File: config.mk
export PLATFORM = sky130hd
export DESIGN_NAME = load_store_unit_flat
export DESIGN_NICKNAME = d
export VERILOG_FILES = /design/src/rtl/load_store_unit_if.sv /design/src/rtl/load_store_unit.sv /design/src/flat_wrapper.sv
export SDC_FILE = /design/constraint.sdc
export NUM_CORES = 1
export LEC_CHECK = 0
export CAP_MARGIN = 20
export CORE_AREA = 4 4 117 119
export CTS_BUF_LIST = sky130_fd_sc_hd__clkbuf_4 sky130_fd_sc_hd__clkbuf_8
export DETAILED_ROUTE_END_ITERATION = 7
export DIE_AREA = 0 0 121 123
export GPL_ROUTABILITY_DRIVEN = 0
export HOLD_SLACK_MARGIN = 0.12
export PLACE_DENSITY = 0.81
export SYNTH_ARGS = -nofsm -noshare
export SYNTH_HDL_FRONTEND = slang
export SYNTH_SLANG_ARGS = --single-unit
File: constraint.sdc
create_clock -name clk -period 4.1 [get_ports clk]
set_input_delay 0.82 -clock clk [delete_from_list [all_inputs] [get_ports clk]]
set_output_delay 0.82 -clock clk [all_outputs]
set_load 0.02 [all_outputs]
File: src/rtl/load_store_unit_if.sv
// Request/response and data-memory bus between the core MEM stage,
// the load/store unit and the word-addressed data memory.
interface load_store_unit_if;
   logic        req_valid;
   logic        req_ready;
   logic        req_we;
   logic [1:0]  req_size;
   logic        req_unsigned;
   logic [31:0] req_addr;
   logic [31:0] req_wdata;
   logic        resp_valid;
   logic [31:0] resp_rdata;
   logic        resp_err;
   logic        mem_write;
   logic [31:0] mem_address;
   logic [31:0] mem_write_data;
   logic [31:0] mem_read_data;

   // Core and memory side
   modport master (
      output req_valid, req_we, req_size, req_unsigned,
      output req_addr, req_wdata, mem_read_data,
      input  req_ready, resp_valid, resp_rdata, resp_err,
      input  mem_write, mem_address, mem_write_data
   );

   // Load/store unit side
   modport slave (
      input  req_valid, req_we, req_size, req_unsigned,
      input  req_addr, req_wdata, mem_read_data,
      output req_ready, resp_valid, resp_rdata, resp_err,
      output mem_write, mem_address, mem_write_data
   );
endinterface

File: src/rtl/load_store_unit.sv
// Load/store unit: byte/half/word accesses onto a word-wide memory,
// read-modify-write for sub-word stores, checked for alignment and range.
module load_store_unit #(
   parameter int MEM_WORDS = 256
) (
   input logic              clk,
   input logic              rst,
   load_store_unit_if.slave bus
);

   typedef enum logic [2:0] {
      IDLE,
      LOAD,
      RMW_RD,
      WRITE,
      RESP
   } state_t;

   localparam logic [30:0] WORD_LIMIT = 31'(MEM_WORDS);

   state_t      state;
   state_t      state_next;
   logic [31:0] addr_q;
   logic [1:0]  size_q;
   logic        unsigned_q;
   logic [31:0] word_q;
   logic [31:0] rdata_q;
   logic        err_q;

   logic        accept;
   logic        bad;
   logic [4:0]  shift;
   logic [15:0] lane;
   logic [31:0] mask;
   logic [31:0] merged;
   logic [31:0] load_val;
   logic [31:0] rdata_next;
   logic        err_next;

   assign accept = bus.req_valid & bus.req_ready;
   assign shift  = {addr_q[1:0], 3'b000};
   assign lane   = 16'(bus.mem_read_data >> shift);
   assign merged = (bus.mem_read_data & ~mask) | ((word_q << shift) & mask);

   // Reject illegal size, misalignment and out-of-range word index
   always_comb begin
      bad = 1'b0;
      case (bus.req_size)
         2'b00:   bad = 1'b0;
         2'b01:   bad = bus.req_addr[0];
         2'b10:   bad = |bus.req_addr[1:0];
         default: bad = 1'b1;
      endcase
      if ({1'b0, bus.req_addr[31:2]} >= WORD_LIMIT) begin
         bad = 1'b1;
      end
   end

   // Lane extraction with sign/zero extension, and the store lane mask
   always_comb begin
      load_val = bus.mem_read_data;
      mask     = 32'hFFFF_FFFF;
      case (size_q)
         2'b00: begin
            load_val = {{24{lane[7] & ~unsigned_q}}, lane[7:0]};
            mask     = 32'h0000_00FF << shift;
         end
         2'b01: begin
            load_val = {{16{lane[15] & ~unsigned_q}}, lane};
            mask     = 32'h0000_FFFF << shift;
         end
         default: begin
            load_val = bus.mem_read_data;
            mask     = 32'hFFFF_FFFF;
         end
      endcase
   end

   // Next-state and response-value decode
   always_comb begin
      state_next = state;
      rdata_next = 32'h0;
      err_next   = 1'b0;
      case (state)
         IDLE: begin
            if (accept) begin
               if (bad) begin
                  state_next = RESP;
                  err_next   = 1'b1;
               end else if (!bus.req_we) begin
                  state_next = LOAD;
               end else if (bus.req_size == 2'b10) begin
                  state_next = WRITE;
               end else begin
                  state_next = RMW_RD;
               end
            end
         end
         LOAD: begin
            state_next = RESP;
            rdata_next = load_val;
         end
         RMW_RD:  state_next = WRITE;
         WRITE:   state_next = RESP;
         RESP:    state_next = IDLE;
         default: state_next = IDLE;
      endcase
   end

   // State register
   always_ff @(posedge clk or posedge rst) begin
      if (rst) begin
         state <= IDLE;
      end else begin
         state <= state_next;
      end
   end

   // Request latch; the data word is merged in place during RMW_RD
   always_ff @(posedge clk or posedge rst) begin
      if (rst) begin
         addr_q     <= 32'h0;
         size_q     <= 2'b00;
         unsigned_q <= 1'b0;
         word_q     <= 32'h0;
      end else if (accept) begin
         addr_q     <= bus.req_addr;
         size_q     <= bus.req_size;
         unsigned_q <= bus.req_unsigned;
         word_q     <= bus.req_wdata;
      end else if (state == RMW_RD) begin
         word_q <= merged;
      end
   end

   // Response values change only when entering RESP
   always_ff @(posedge clk or posedge rst) begin
      if (rst) begin
         rdata_q <= 32'h0;
         err_q   <= 1'b0;
      end else if (state_next == RESP) begin
         rdata_q <= rdata_next;
         err_q   <= err_next;
      end
   end

   assign bus.req_ready      = (state == IDLE);
   assign bus.resp_valid     = (state == RESP);
   assign bus.mem_write      = (state == WRITE);
   assign bus.mem_address    = {addr_q[31:2], 2'b00};
   assign bus.mem_write_data = word_q;
   assign bus.resp_rdata     = rdata_q;
   assign bus.resp_err       = err_q;

endmodule

File: src/flat_wrapper.sv
// flat-port wrapper written by rule: the top's interface ports become plain ports
module load_store_unit_flat 
#(
   parameter int MEM_WORDS = 256
)
  (clk, rst, bus_req_valid, bus_req_we, bus_req_size, bus_req_unsigned, bus_req_addr, bus_req_wdata, bus_mem_read_data, bus_req_ready, bus_resp_valid, bus_resp_rdata, bus_resp_err, bus_mem_write, bus_mem_address, bus_mem_write_data);
  load_store_unit_if bus_i ();
  input logic clk;
  input logic rst;
  input wire logic [$bits(bus_i.req_valid)-1:0] bus_req_valid;
  input wire logic [$bits(bus_i.req_we)-1:0] bus_req_we;
  input wire logic [$bits(bus_i.req_size)-1:0] bus_req_size;
  input wire logic [$bits(bus_i.req_unsigned)-1:0] bus_req_unsigned;
  input wire logic [$bits(bus_i.req_addr)-1:0] bus_req_addr;
  input wire logic [$bits(bus_i.req_wdata)-1:0] bus_req_wdata;
  input wire logic [$bits(bus_i.mem_read_data)-1:0] bus_mem_read_data;
  output wire logic [$bits(bus_i.req_ready)-1:0] bus_req_ready;
  output wire logic [$bits(bus_i.resp_valid)-1:0] bus_resp_valid;
  output wire logic [$bits(bus_i.resp_rdata)-1:0] bus_resp_rdata;
  output wire logic [$bits(bus_i.resp_err)-1:0] bus_resp_err;
  output wire logic [$bits(bus_i.mem_write)-1:0] bus_mem_write;
  output wire logic [$bits(bus_i.mem_address)-1:0] bus_mem_address;
  output wire logic [$bits(bus_i.mem_write_data)-1:0] bus_mem_write_data;
  assign bus_i.req_valid = bus_req_valid;
  assign bus_i.req_we = bus_req_we;
  assign bus_i.req_size = bus_req_size;
  assign bus_i.req_unsigned = bus_req_unsigned;
  assign bus_i.req_addr = bus_req_addr;
  assign bus_i.req_wdata = bus_req_wdata;
  assign bus_i.mem_read_data = bus_mem_read_data;
  assign bus_req_ready = bus_i.req_ready;
  assign bus_resp_valid = bus_i.resp_valid;
  assign bus_resp_rdata = bus_i.resp_rdata;
  assign bus_resp_err = bus_i.resp_err;
  assign bus_mem_write = bus_i.mem_write;
  assign bus_mem_address = bus_i.mem_address;
  assign bus_mem_write_data = bus_i.mem_write_data;
  load_store_unit #(.MEM_WORDS(MEM_WORDS)) u_core (.clk(clk), .rst(rst), .bus(bus_i));
endmodule
Word level (Yosys, flattened, before mapping)
Index checks and enable logic that the tools add are counted.
{"block": "word_totals", "elab_cells": 49, "ff_bits": 103}
{"block": "op_classes", "shift": 4, "n_reduce_logical": 6, "order_cmp": 1, "n_mux": 15, "n_eq_ne": 8, "bitwise_logic": 8}
{"operator": "case mux 32 bit (2 select lines)", "n": 2}
{"operator": "two-way mux 32 bit", "n": 3}
{"operator": "AND 32 bit", "n": 2}
{"operator": "NOT 32 bit", "n": 1}
{"operator": "OR 32 bit", "n": 1}
{"operator": "left shift 16 x 5 -> 32 bit, first input constant", "n": 1}
{"operator": "left shift 32 x 5 -> 32 bit", "n": 1}
{"operator": "left shift 8 x 5 -> 32 bit, first input constant", "n": 1}
{"operator": ">> shifter 32 x 5 -> 16 bit", "n": 1}
{"operator": "greater-or-equal comparator 30 x 9 -> 1 bit, second input constant", "n": 1}
{"operator": "two-way mux 3 bit", "n": 3}
{"operator": "case mux 3 bit (3 select lines)", "n": 1}
{"operator": "== test 3 x 2 -> 1 bit, second input constant", "n": 2}
{"operator": "== test 3 bit, second input constant", "n": 2}
{"operator": "two-way mux 1 bit", "n": 5}
{"operator": "== test 2 x 1 -> 1 bit, second input constant", "n": 2}
{"operator": "zero test 2 bit", "n": 2}
{"operator": "OR reduction 2 bit", "n": 2}
{"operator": "AND 1 bit", "n": 3}
{"operator": "== test 3 x 1 -> 1 bit, second input constant", "n": 1}
{"operator": "zero test 3 bit", "n": 1}
{"operator": "case mux 1 bit (3 select lines)", "n": 1}
{"operator": "== test 2 bit, second input constant", "n": 1}
{"operator": "nonzero test 2 bit", "n": 1}
{"operator": "NOT 1 bit", "n": 1}

Logic depth before layout (Yosys ltp)
Gate-level depths: netlist of run 1.
{"block": "depth", "ltp_word": 7, "ltp_mapped": 7, "ltp_nobuf": 5}

Worst setup path after synthesis of run 1
Ideal clock, no wire load.
{"block": "synth_timing", "path_type": "input port to flip-flop", "startpoint": "input bus_req_addr[15]", "endpoint": "register u_core.rdata_q[8], in the netlist u_core.bus.resp_rdata[8]", "path_buffers": 1, "path_stages": 6, "setup_slack_ns": 1.871, "arrival_ns": 2.138, "setup_ns": 0.091, "cell_sequence": "nor4_1 o211ai_1 o31ai_4 inv_1 buf_2 o221ai_1"}
{"block": "synth_via", "elab_chain_cells": 6}
{"element": "start: declaration", "line": "flat_wrapper.sv:14", "source": "input wire logic [$bits(bus_i.req_addr)-1:0] bus_req_addr;"}
{"element": "greater-or-equal comparator 30 x 9 -> 1 bit", "line": "load_store_unit.sv:54", "source": "if ({1'b0, bus.req_addr[31:2]} >= WORD_LIMIT) begin"}
{"element": "two-way mux 1 bit", "line": "load_store_unit.sv:54"}
{"element": "two-way mux 3 bit", "line": "load_store_unit.sv:87", "source": "if (bad) begin"}
{"element": "two-way mux 3 bit", "line": "load_store_unit.sv:86", "source": "if (accept) begin"}
{"element": "case mux 3 bit (3 select lines)", "line": "load_store_unit.sv:84", "source": "case (state)"}
{"element": "net u_core.state_next[2]", "line": "load_store_unit.sv:22", "source": "state_t state_next;"}
{"element": "== test 3 bit", "line": "load_store_unit.sv:141", "source": "end else if (state_next == RESP) begin"}
{"element": "end signal: assignment", "line": "load_store_unit.sv:142", "source": "rdata_q <= rdata_next;"}
{"element": "end: declaration", "line": "load_store_unit.sv:27", "source": "logic [31:0] rdata_q;"}
The timed path passes the listed nets, and every way through them passes these cells.
A chain may end at the register's enable or synchronous reset.

Worst setup path in the final report of run 1
{"block": "layout_timing", "startpoint": "input bus_req_addr[10]", "endpoint": "register u_core.rdata_q[10], in the netlist u_core.bus.resp_rdata[10]"}
{"block": "layout_via", "elab_chain_cells": 6}
{"element": "greater-or-equal comparator 30 x 9 -> 1 bit", "line": "load_store_unit.sv:54"}
{"element": "two-way mux 1 bit", "line": "load_store_unit.sv:54"}
{"element": "two-way mux 3 bit", "line": "load_store_unit.sv:87"}
{"element": "two-way mux 3 bit", "line": "load_store_unit.sv:86"}
{"element": "case mux 3 bit (3 select lines)", "line": "load_store_unit.sv:84"}
{"element": "== test 3 bit", "line": "load_store_unit.sv:141"}
No other way between the ends.

==> results by group, run 1 <==
Synthesis
  • Syn. warnings: 0
  • Compound-gate portion of the synthesized area: 23.99%
  • Synth cell types: 56
  • Largest family of logic cells by synthesized area: compound AO/OA/AOI/OAI gates
  • Syn avg cell area: 9.136 um^2
  • Synth Flop Type: dfrtp_1
  • Synth Instances: 636
  • Adder-cell area share of the yosys netlist: 0%
  • Asr flop ratio synth: 100.0%
  • Multiplexer share of the synthesized area: 4.522%
  • Cell area after synthesis: 0.005811 mm^2
  • Post-synth top area share: 44.36%
  • Synth Area in XOR/XNOR: 0%
  • Post-synthesis register bit count: 103
  • Area contributors post-synth: dfrtp_1 44%, nand2_1 8.5%, buf_4 4.3%
  • Synth Area in Simple Gates: 17.16%
  • Post-synth top area cell: dfrtp_1
  • Post-synth EDFFs: 0
  • Register area share after synthesis: 44.36%

Layout
  • Area grow syn2layout: 35.51%
  • Final cell count without fillers: 949
  • Fillers: 1,057
  • Nets: 875
  • Final instance area: 0.007874 mm^2
  • Share of layout cells above drive strength 1: 7.079%
  • ANT cells: 0

Setup path
  • Critical Path RT: 4390 ps
  • Critical-path top delay cell: o31ai_4
  • Delay-heaviest family, CP: compound AO/OA/AOI/OAI gates
  • Worst setup SP type: primary input
  • Crit path DAT: 3300 ps
  • Slowest cell delay on critical path: 620 ps
  • Reg-to-reg slack, setup: 1230 ps
  • Worst Setup End Kind: register
  • CP Cell Sequence: clkdlybuf4s50_1 -> nor4_1 -> nand4_1 -> o31ai_4 -> inv_1 -> o221ai_1
  • Setup Crit Path Kind: primary input to register
  • WP buf/inv: 2
  • Worst Path Max Fanout: 15

Clocking
  • CTS root buf: clkbuf_8
  • Clock Latency Late Sink: 380 ps
  • Post-CTS Setup Inserts: 0
  • CTS tree: done
  • Clock Sinks: 103
  • Total CTS buffers: 9
  • H-tree depth: 3
  • Clock edge transition at the registers on the reported setup and hold paths: 110 ps
  • Post-CTS Hold Fix Bufs: 0
  • Clk buf depth: 2
  • Post-CTS Resized: 0

Global route
  • Gr ovfl total: 0
  • Antenna violations before repair: 0
  • First-pass GRT wire length: 29,960 um
  • Pin count of the biggest net entering global routing: 59
  • Total GRT Usage: 25.40%
  • Vias in the first global route: 5,620

Job
  • Max Cap Viol: 0

Power
  • P_leak: 3.310 nW
  • Power per cell area: 386.5 mW/mm^2
  • Max VDD drop: 0.2218 mV

Floorplan
  • Die area: 0.01488 mm^2
  • Initial Util: 46.23%
  • Die width: 121 um
  • Num rows: 41
  • Core area: 0.01257 mm^2
  • # IOs: 203
  • Die Ht: 123 um

STA
  • Fin crit period: 3007 ps
  • # setup viols final: 0
  • Slew headroom: 42.77%
  • Unrepaired setup endpoints after global routing: no
  • Fmax: 0.3326 GHz
  • Hold Slack: 481.6 ps
  • Max-slew violations: 0
  • Post-route setup slack: 1093 ps
  • Tightest Pin Transition: 852.0 ps
  • Final count of hold timing violations: 0
  • Setup TNS: 0 ps
  • Worst Skew: 10.63 ps
  • Final Cycle Share: 73.34%

Place
  • DP Worst Slack: 655.7 ps
  • Placed insts: 932
  • Post-DP HPWL: 14,650 um
  • IO Port Bufs: 200
  • Area after DPL: 0.007655 mm^2

Route
  • DRT antenna net count: 0
  • Routed vias/inst: 5.878
  • Vias: 5,578
  • 1st-pass router iterations: 6
  • Total Wirelength: 19,320 um
  • Routed wire length per instance: 20.36 um
  • # DRC: 0
  • Iter 0 DRT Violations: 464

Hold path
  • Worst hold-check path type: register to register

Status
  • Outcome: finished clean
synth_stat cells (3+ instances only):
cell / instances
o2bb2ai_1: 8
a31o_2: 3
a221o_1: 16
inv_1: 23
nor2b_1: 4
buf_4: 33
a211o_1: 16
nand2_1: 131
nor2_1: 32
nor3_1: 11
o31ai_1: 10
o21ai_0: 15
and3_1: 9
mux2_2: 10
mux2i_1: 15
clkbuf_1: 34
dfrtp_1: 103
buf_2: 13
nor4_1: 13
a2bb2oi_1: 15
o221ai_1: 14
buf_1: 7
a211oi_1: 23
nand3_1: 3
a22oi_1: 8
a21oi_1: 9
a32oi_1: 6
nand2b_1: 3
a31oi_1: 14
path summary, 6_finish.rpt:
kind                                                from                                   endpoint  depth (start not counted)
setup / recovery                        bus_req_addr[10]      u_core.bus.resp_rdata[10]$_DFFE_PP0N_                          6
hold / removal             u_core.addr_q[22]$_DFFE_PP0P_              u_core.addr_q[22]$_DFFE_PP0P_                          2
setup reg to reg            u_core.addr_q[0]$_DFFE_PP0P_      u_core.bus.resp_rdata[17]$_DFFE_PP0N_                          4
hold reg to reg            u_core.addr_q[22]$_DFFE_PP0P_              u_core.addr_q[22]$_DFFE_PP0P_                          2
max in group asynchronous                            rst  u_core.bus.mem_write_data[11]$_DFFE_PP0P_                          3
min in group asynchronous                            rst              u_core.addr_q[16]$_DFFE_PP0P_                          2
metrics by stage:
| step | total power [mW] | util (%) |
|---|---|---|
| 3_3_place_gp | 2.325 | 60.91 |
| 4_1_cts | 3.043 | 62.59 |
| 6_report | 3.043 | 62.65 |
| 5_1_grt | 3.179 | 62.65 |
| 3_5_place_dp | 2.356 | 60.91 |
| 2_1_floorplan | 1.915 | - |
layout make-up:
class	instances	area (um^2)	share of cell area (%)
Clock inverter	7	87.58	1.112
Multi-Input combinational cell	422	2669	33.89
Clock buffer	9	123.9	1.573
Tap cell	172	215.2	2.733
Timing Repair Buffer	213	2112	26.82
Sequential cell	103	2577	32.73
Inverter	23	88.84	1.128
power breakdown:
group	internal, mW	switching (mW)
combinational	0.508	0.581
clock	0.296	0.395
sequential	1.14	0.128
cell families (layout without fill, tap and decap cells):
group                  count (synthesis)  after routing
muxes                                 25             25
other                                  1              2
AOI/OAI and AO/OA                    173            173
buffers and inverters                112            252
DFF                                  103            103
and+or+nand+nor                      222            222
routing by layer:
layer | part of all wire [%] | GRT usage [%]
met5 | 0 | 0
met4 | 2.2 | 8.853
met3 | 11 | 6.725
met2 | 46 | 40.71
met1 | 40 | 33.51
cells in the final DEF (no fill, tap or decap), types with 2 or more instances in the layout:
| cell | Yosys | routed |
|---|---|---|
| a21o_1 | 2 | 2 |
| o2bb2ai_1 | 8 | 8 |
| or2_2 | 2 | 2 |
| nor3b_1 | 2 | 2 |
| a31oi_2 | 2 | 2 |
| clkbuf_8 | 0 | 9 |
| inv_8 | 0 | 3 |
| a211o_1 | 16 | 16 |
| clkinvlp_4 | 0 | 2 |
| a2bb2oi_1 | 15 | 15 |
| a31oi_1 | 14 | 14 |
| nor2_1 | 32 | 32 |
| o21a_1 | 2 | 2 |
| dfrtp_1 | 103 | 103 |
| nand2b_1 | 3 | 3 |
| mux2_2 | 10 | 10 |
| nor3_1 | 11 | 11 |
| o211ai_1 | 2 | 2 |
| conb_1 | 1 | 2 |
| a21oi_1 | 9 | 9 |
| nor4_1 | 13 | 13 |
| a32oi_1 | 6 | 6 |
| a211oi_1 | 23 | 23 |
| o21ai_0 | 15 | 15 |
| and3_1 | 9 | 9 |
| a31o_2 | 3 | 3 |
| nand2_1 | 131 | 131 |
| buf_4 | 33 | 12 |
| nor2b_1 | 4 | 4 |
| inv_1 | 23 | 22 |
| o31ai_1 | 10 | 10 |
| nand3_1 | 3 | 3 |
| a221o_1 | 16 | 16 |
| o221ai_1 | 14 | 14 |
| clkdlybuf4s50_1 | 0 | 200 |
| a22oi_1 | 8 | 8 |
| mux2i_1 | 15 | 15 |
tightest hold or removal path, delay by kind of cell, from the launching register on:
family | cells | cell delay [ps]
flip-flops | 1 | 350
AND/OR/NAND/NOR | 2 | 100
No activity file was read; power rests on OpenSTA's default activity.
==> run 2: changes to the inputs <==
clock period = 3.15 ns   (was 4.1 ns; I/O delays follow)
==> results by group, run 2 (synthesized netlist as in run 1, its figures left out) <==
Route
  • Routed wire length per instance: 19.81 um (-2.7%)
  • # DRC: 0 (unchanged)
  • Iter 0 DRT Violations: 579 (+25%)
  • DRT antenna net count: 0 (unchanged)
  • 1st-pass router iterations: 6 (unchanged)
  • Total Wirelength: 18,930 um (-2.0%)
  • Vias: 5,609 (+0.56%)
  • Routed vias/inst: 5.867 (-0.18%)

Hold path
  • Hold path depth: 2 (unchanged)
  • Hold_sp: u_core.addr_q[28]$_DFFE_PP0P_
  • Min-Delay Endpoint: u_core.addr_q[28]$_DFFE_PP0P_
  • Worst hold-check path type: register to register

STA
  • Setup TNS: 0 ps (unchanged)
  • Unrepaired setup endpoints after global routing: no
  • # setup viols final: 0 (unchanged)
  • Slew headroom: 44.75% (+2.0 points)
  • Fin crit period: 2475 ps
  • Tightest Pin Transition: 822.5 ps (-29.51 ps)
  • Max-slew violations: 0 (unchanged)
  • Worst Skew: 8.567 ps (-2.067 ps)
  • Final count of hold timing violations: 0 (unchanged)
  • Hold Slack: 484.4 ps (+2.806 ps)
  • Fmax: 0.4040 GHz
  • Final Cycle Share: 78.57%

Power
  • P_leak: 3.334 nW (+0.72%)
  • Power per cell area: 489.4 mW/mm^2 (+27%)
  • Max VDD drop: 0.2786 mV (+26%)

Clocking
  • Post-CTS Hold Fix Bufs: 0 (unchanged)
  • Post-CTS Resized: 0 (unchanged)
  • Clock Sinks: 103 (unchanged)
  • CTS tree: done
  • CTS root buf: clkbuf_8
  • Clock Latency Late Sink: 370 ps (about the same)
  • Post-CTS Setup Inserts: 0 (unchanged)
  • Total CTS buffers: 9 (unchanged)
  • Clk buf depth: 2 (unchanged)
  • Clock edge transition at the registers on the reported setup and hold paths: 100 ps (about the same)
  • H-tree depth: 3 (unchanged)

Global route
  • Vias in the first global route: 5,437 (-3.3%)
  • Total GRT Usage: 25.21% (-0.19 points)
  • Pin count of the biggest net entering global routing: 104 (+76%)
  • First-pass GRT wire length: 29,650 um (-1.0%)
  • Gr ovfl total: 0 (unchanged)
  • Antenna violations before repair: 0 (unchanged)

Floorplan
  • Die width: 121 um (unchanged)
  • Initial Util: 46.23% (unchanged)
  • Core area: 0.01257 mm^2 (unchanged)
  • Num rows: 41 (unchanged)
  • # IOs: 203 (unchanged)
  • Die area: 0.01488 mm^2 (unchanged)
  • Die Ht: 123 um (unchanged)

Layout
  • Nets: 882 (+0.80%)
  • Area grow syn2layout: 36.22%
  • Commonest cells after routing, fill and taps aside: 200 x clkdlybuf4s50_1, 131 x nand2_1, 103 x dfrtp_1, 32 x nor2_1, 23 x a211oi_1
  • Most common cell after layout, fill and taps aside: clkdlybuf4s50_1
  • ANT cells: 0 (unchanged)
  • Fillers: 1,038 (-1.8%)
  • Share of layout cells above drive strength 1: 7.908% (+0.83 points)

Job
  • Max Cap Viol: 0 (unchanged)

Setup path
  • Worst Setup End Kind: output pin
  • Worst setup SP type: register
  • Crit path DAT: 1850 ps (-1450 ps)
  • Reg-to-reg slack, setup: 700 ps (-530 ps)
  • R2R cell count: 5 (+1)
  • Setup Crit Path Kind: register to output pin
  • Worst Path Max Fanout: 8 (-7)
  • Worst r2r src: u_core.addr_q[0]$_DFFE_PP0P_
  • Critical Path RT: 2520 ps (-1870 ps)

Place
  • IO Port Bufs: 200 (unchanged)
  • Post-DP HPWL: 14,410 um (-1.6%)

Status
  • Outcome: finished clean
run 2: area by class of cell:
type | instances | area (um^2) | share of cell area (%)
inverter | 23 | 90.09 | 1.138
timing repair buffer | 220 | 2177 | 27.51
sequential | 103 | 2577 | 32.56
multi-input combinational | 422 | 2669 | 33.72
clock inverter | 5 | 41.29 | 0.5217
clock buffer | 11 | 145.1 | 1.834
tap | 172 | 215.2 | 2.719
run 2: how the worst max path moves through the flow:
stage / start / cells past startpoint / to
after floorplan: u_core.state[1]$_DFF_PP0_ / 7 / u_core.addr_q[10]$_DFFE_PP0P_
after global placement: bus_req_addr[29] / 7 / u_core.bus.resp_rdata[12]$_DFFE_PP0N_
after detailed placement: bus_req_addr[29] / 7 / u_core.bus.resp_rdata[0]$_DFFE_PP0N_
after CTS: u_core.state[1]$_DFF_PP0_ / 2 / bus_req_ready
after global routing: u_core.state[1]$_DFF_PP0_ / 2 / bus_req_ready
final: u_core.state[1]$_DFF_PP0_ / 2 / bus_req_ready
run 2: worst max-delay path, cell delays in order, from the launching register on:
cell and delay [ps]:
dfrtp_1 490, nor3_1 310, clkdlybuf4s50_1 670
run 2: metal layers:
layer / track usage [%] / up-vias / part of all wire, %
met5: 0 / - / 0
met4: 8.711 / 0 / 2.3
met3: 6.587 / 38 / 11
met2: 40.01 / 350 / 46
met1: 33.71 / 2670 / 41
li1: - / 2551 / -
run 2: power breakdown:
part / switching (mW) / leakage (nW) / internal (mW)
clock network: 0.479 / 0.0896 / 0.324
registers: 0.176 / 1.31 / 1.48
logic: 0.743 / 1.94 / 0.674
total: 1.40 / 3.33 / 2.48
run 2: metrics by stage:
stage	util [%]	power (mW)	worst slack, ps	std cells	area, um^2
floorplan	-	2.493	1110	637	5818
global placement	61.49	3.042	519.4	940	7729
detailed placement	61.49	3.074	480.4	940	7729
CTS	62.98	3.876	638.1	956	7915
global route	62.98	4.070	589.9	956	7915
finish	62.98	3.873	675.0	956	7915
==> run 3: changes to the inputs <==
clock period = 2.55 ns   (was 3.15 ns; I/O delays follow)
==> results by group, run 3 (synthesized netlist as in run 1, its figures left out) <==
Setup path
  • Worst Setup End Kind: output pin
  • Worst setup SP type: register
  • Crit path capture: bus_req_ready
  • Critical Path RT: 2040 ps (-480 ps)
  • R2R cell count: 4 (-1)
  • Worst r2r src: u_core.state[1]$_DFF_PP0_
  • Worst Path Max Fanout: 8 (unchanged)
  • CP Cell Sequence: nor3_1 -> clkdlybuf4s50_1
  • Critical-path top delay cell: clkdlybuf4s50_1
  • Crit path DAT: 1850 ps (about the same)
  • Reg2Reg Capture Point: u_core.bus.resp_rdata[26]$_DFFE_PP0N_
  • Slowest cell delay on critical path: 670 ps (about the same)
  • Reg-to-reg slack, setup: 320 ps (-380 ps)
  • CP startpoint: u_core.state[1]$_DFF_PP0_
  • Setup Crit Path Kind: register to output pin

Floorplan
  • # IOs: 203 (unchanged)
  • Num rows: 41 (unchanged)
  • Initial Util: 46.23% (unchanged)
  • Die width: 121 um (unchanged)
  • Core area: 0.01257 mm^2 (unchanged)
  • Die area: 0.01488 mm^2 (unchanged)
  • Die Ht: 123 um (unchanged)

Layout
  • Finished Core Util: 63.69% (+0.72 points)
  • Commonest cells after routing, fill and taps aside: 200 x clkdlybuf4s50_1, 131 x nand2_1, 103 x dfrtp_1, 32 x nor2_1
  • Most common cell after layout, fill and taps aside: clkdlybuf4s50_1
  • Nets: 889 (+0.79%)
  • ANT cells: 0 (unchanged)
  • Area grow syn2layout: 37.77%
  • Share of layout cells above drive strength 1: 8.608% (+0.70 points)

Power
  • Psw: 1.711 mW (+22%)
  • Clk pwr share: 21.7% (+1.0 points)
  • Max VDD drop: 0.3607 mV (+29%)
  • Sw Ratio: 35.11% (-0.97 points)
  • Final Power: 4.873 mW (+26%)
  • Cell internal pwr: 3.162 mW (+28%)
  • Combinational share of power: 36.6% (about the same)
  • P_leak: 3.381 nW (+1.4%)
  • Power per cell area: 608.7 mW/mm^2 (+24%)
  • Sequential share of power: 41.7% (-1.0 points)

Clocking
  • CTS root buf: clkbuf_8
  • Post-CTS Resized: 0 (unchanged)
  • Post-CTS Hold Fix Bufs: 0 (unchanged)
  • Clk buf depth: 2 (unchanged)
  • Total CTS buffers: 9 (unchanged)
  • H-tree depth: 3 (unchanged)
  • Clock Latency Late Sink: 370 ps (about the same)
  • Post-CTS Setup Inserts: 0 (unchanged)
  • Clock edge transition at the registers on the reported setup and hold paths: 100 ps (about the same)
  • Clock Sinks: 103 (unchanged)
  • CTS tree: done

STA
  • Post-route setup slack: 191.6 ps (-483.4 ps)
  • Fmax: 0.4240 GHz
  • Max-slew violations: 0 (unchanged)
  • # setup viols final: 0 (unchanged)
  • Final count of hold timing violations: 0 (unchanged)
  • Worst Skew: 15.03 ps (+6.459 ps)
  • Tightest Pin Transition: 824.9 ps (+2.390 ps)
  • Final Cycle Share: 92.49%
  • Slew headroom: 44.59% (-0.16 points)
  • Fin crit period: 2358 ps
  • Unrepaired setup endpoints after global routing: no

Global route
  • Vias in the first global route: 5,620 (+3.4%)
  • Total GRT Usage: 25.31% (+0.098 points)
  • Gr ovfl total: 0 (unchanged)
  • Pin count of the biggest net entering global routing: 104 (unchanged)
  • First-pass GRT wire length: 29,730 um (+0.28%)
  • Antenna violations before repair: 0 (unchanged)

Route
  • Routed vias/inst: 5.927 (+1.0%)
  • DRT antenna net count: 0 (unchanged)
  • Uppermost routed layer: met4
  • Vias: 5,702 (+1.7%)
  • 1st-pass router iterations: 5 (-1)
  • Iter 0 DRT Violations: 457 (-21%)
  • Routed length on met2: 9070 um (+4.1%)
  • # DRC: 0 (unchanged)
  • Routed length on met3: 1854 um (-8.8%)
  • Routed wire length per instance: 20.12 um (+1.6%)
  • M1 WL: 7991 um (+3.2%)
  • Total Wirelength: 19,360 um (+2.2%)

Place
  • Post-DP HPWL: 14,900 um (+3.4%)
  • IO Port Bufs: 200 (unchanged)
  • DP Worst Slack: -44.18 ps (-524.6 ps)

Hold path
  • Hold_sp: u_core.addr_q[31]$_DFFE_PP0P_
  • Worst hold-check path type: register to register

Job
  • Max Cap Viol: 0 (unchanged)

Status
  • Outcome: finished clean
[run 3: metrics by stage]
stage | TNS, ps | instances | area (um^2) | hold WS (ps)
finish | 0 | 962 | 8005 | 484.4
global route | 0 | 962 | 8005 | 505.7
CTS | 0 | 962 | 8005 | 487.1
detailed placement | -211.9 | 947 | 7806 | 465.2
global placement | 0 | 947 | 7806 | 458.3
floorplan | 0 | 637 | 5818 | 446.9
[run 3: final cells by class]
| cell class | count | area [um^2] |
|---|---|---|
| fillers | 1049 | 4563 |
| multi-input cells | 422 | 2669 |
| flip-flops and latches | 103 | 2577 |
| repair buffers | 227 | 2255 |
| well taps | 172 | 215.2 |
| clock buffers | 11 | 145.1 |
| inverters | 23 | 90.09 |
| clock inverters | 4 | 53.80 |
[run 3: worst min path at each step]
stage / slack, ps / to / cells past startpoint
after floorplan: 450 / u_core.addr_q[10]$_DFFE_PP0P_ / 2
after global placement: 460 / u_core.addr_q[20]$_DFFE_PP0P_ / 2
after detailed placement: 470 / u_core.addr_q[15]$_DFFE_PP0P_ / 2
after CTS: 490 / u_core.addr_q[15]$_DFFE_PP0P_ / 2
after global routing: 510 / u_core.addr_q[15]$_DFFE_PP0P_ / 2
final: 480 / u_core.addr_q[31]$_DFFE_PP0P_ / 2
[run 3: critical path: cells and delay by family, from the launching register on]
family,cells,cell delay (ps)
simple gates,1,320
flops,1,490
buf+inv,1,670
[run 3: power groups by stage]
stage | logic [mW] | clock network [mW] | registers (mW)
after floorplan | 0.945 | 0 | 2.14
after global placement | 1.73 | 0 | 2.05
after detailed placement | 1.77 | 0 | 2.05
final | 1.78 | 1.06 | 2.03
after global routing | 1.90 | 1.13 | 2.06
after CTS | 1.78 | 1.08 | 2.03
[run 3: per-layer routing]
layer,GRT usage (%),up-vias
met5,0,-
met4,9.986,0
met3,5.261,45
met2,41.51,362
met1,33.05,2734
li1,-,2561
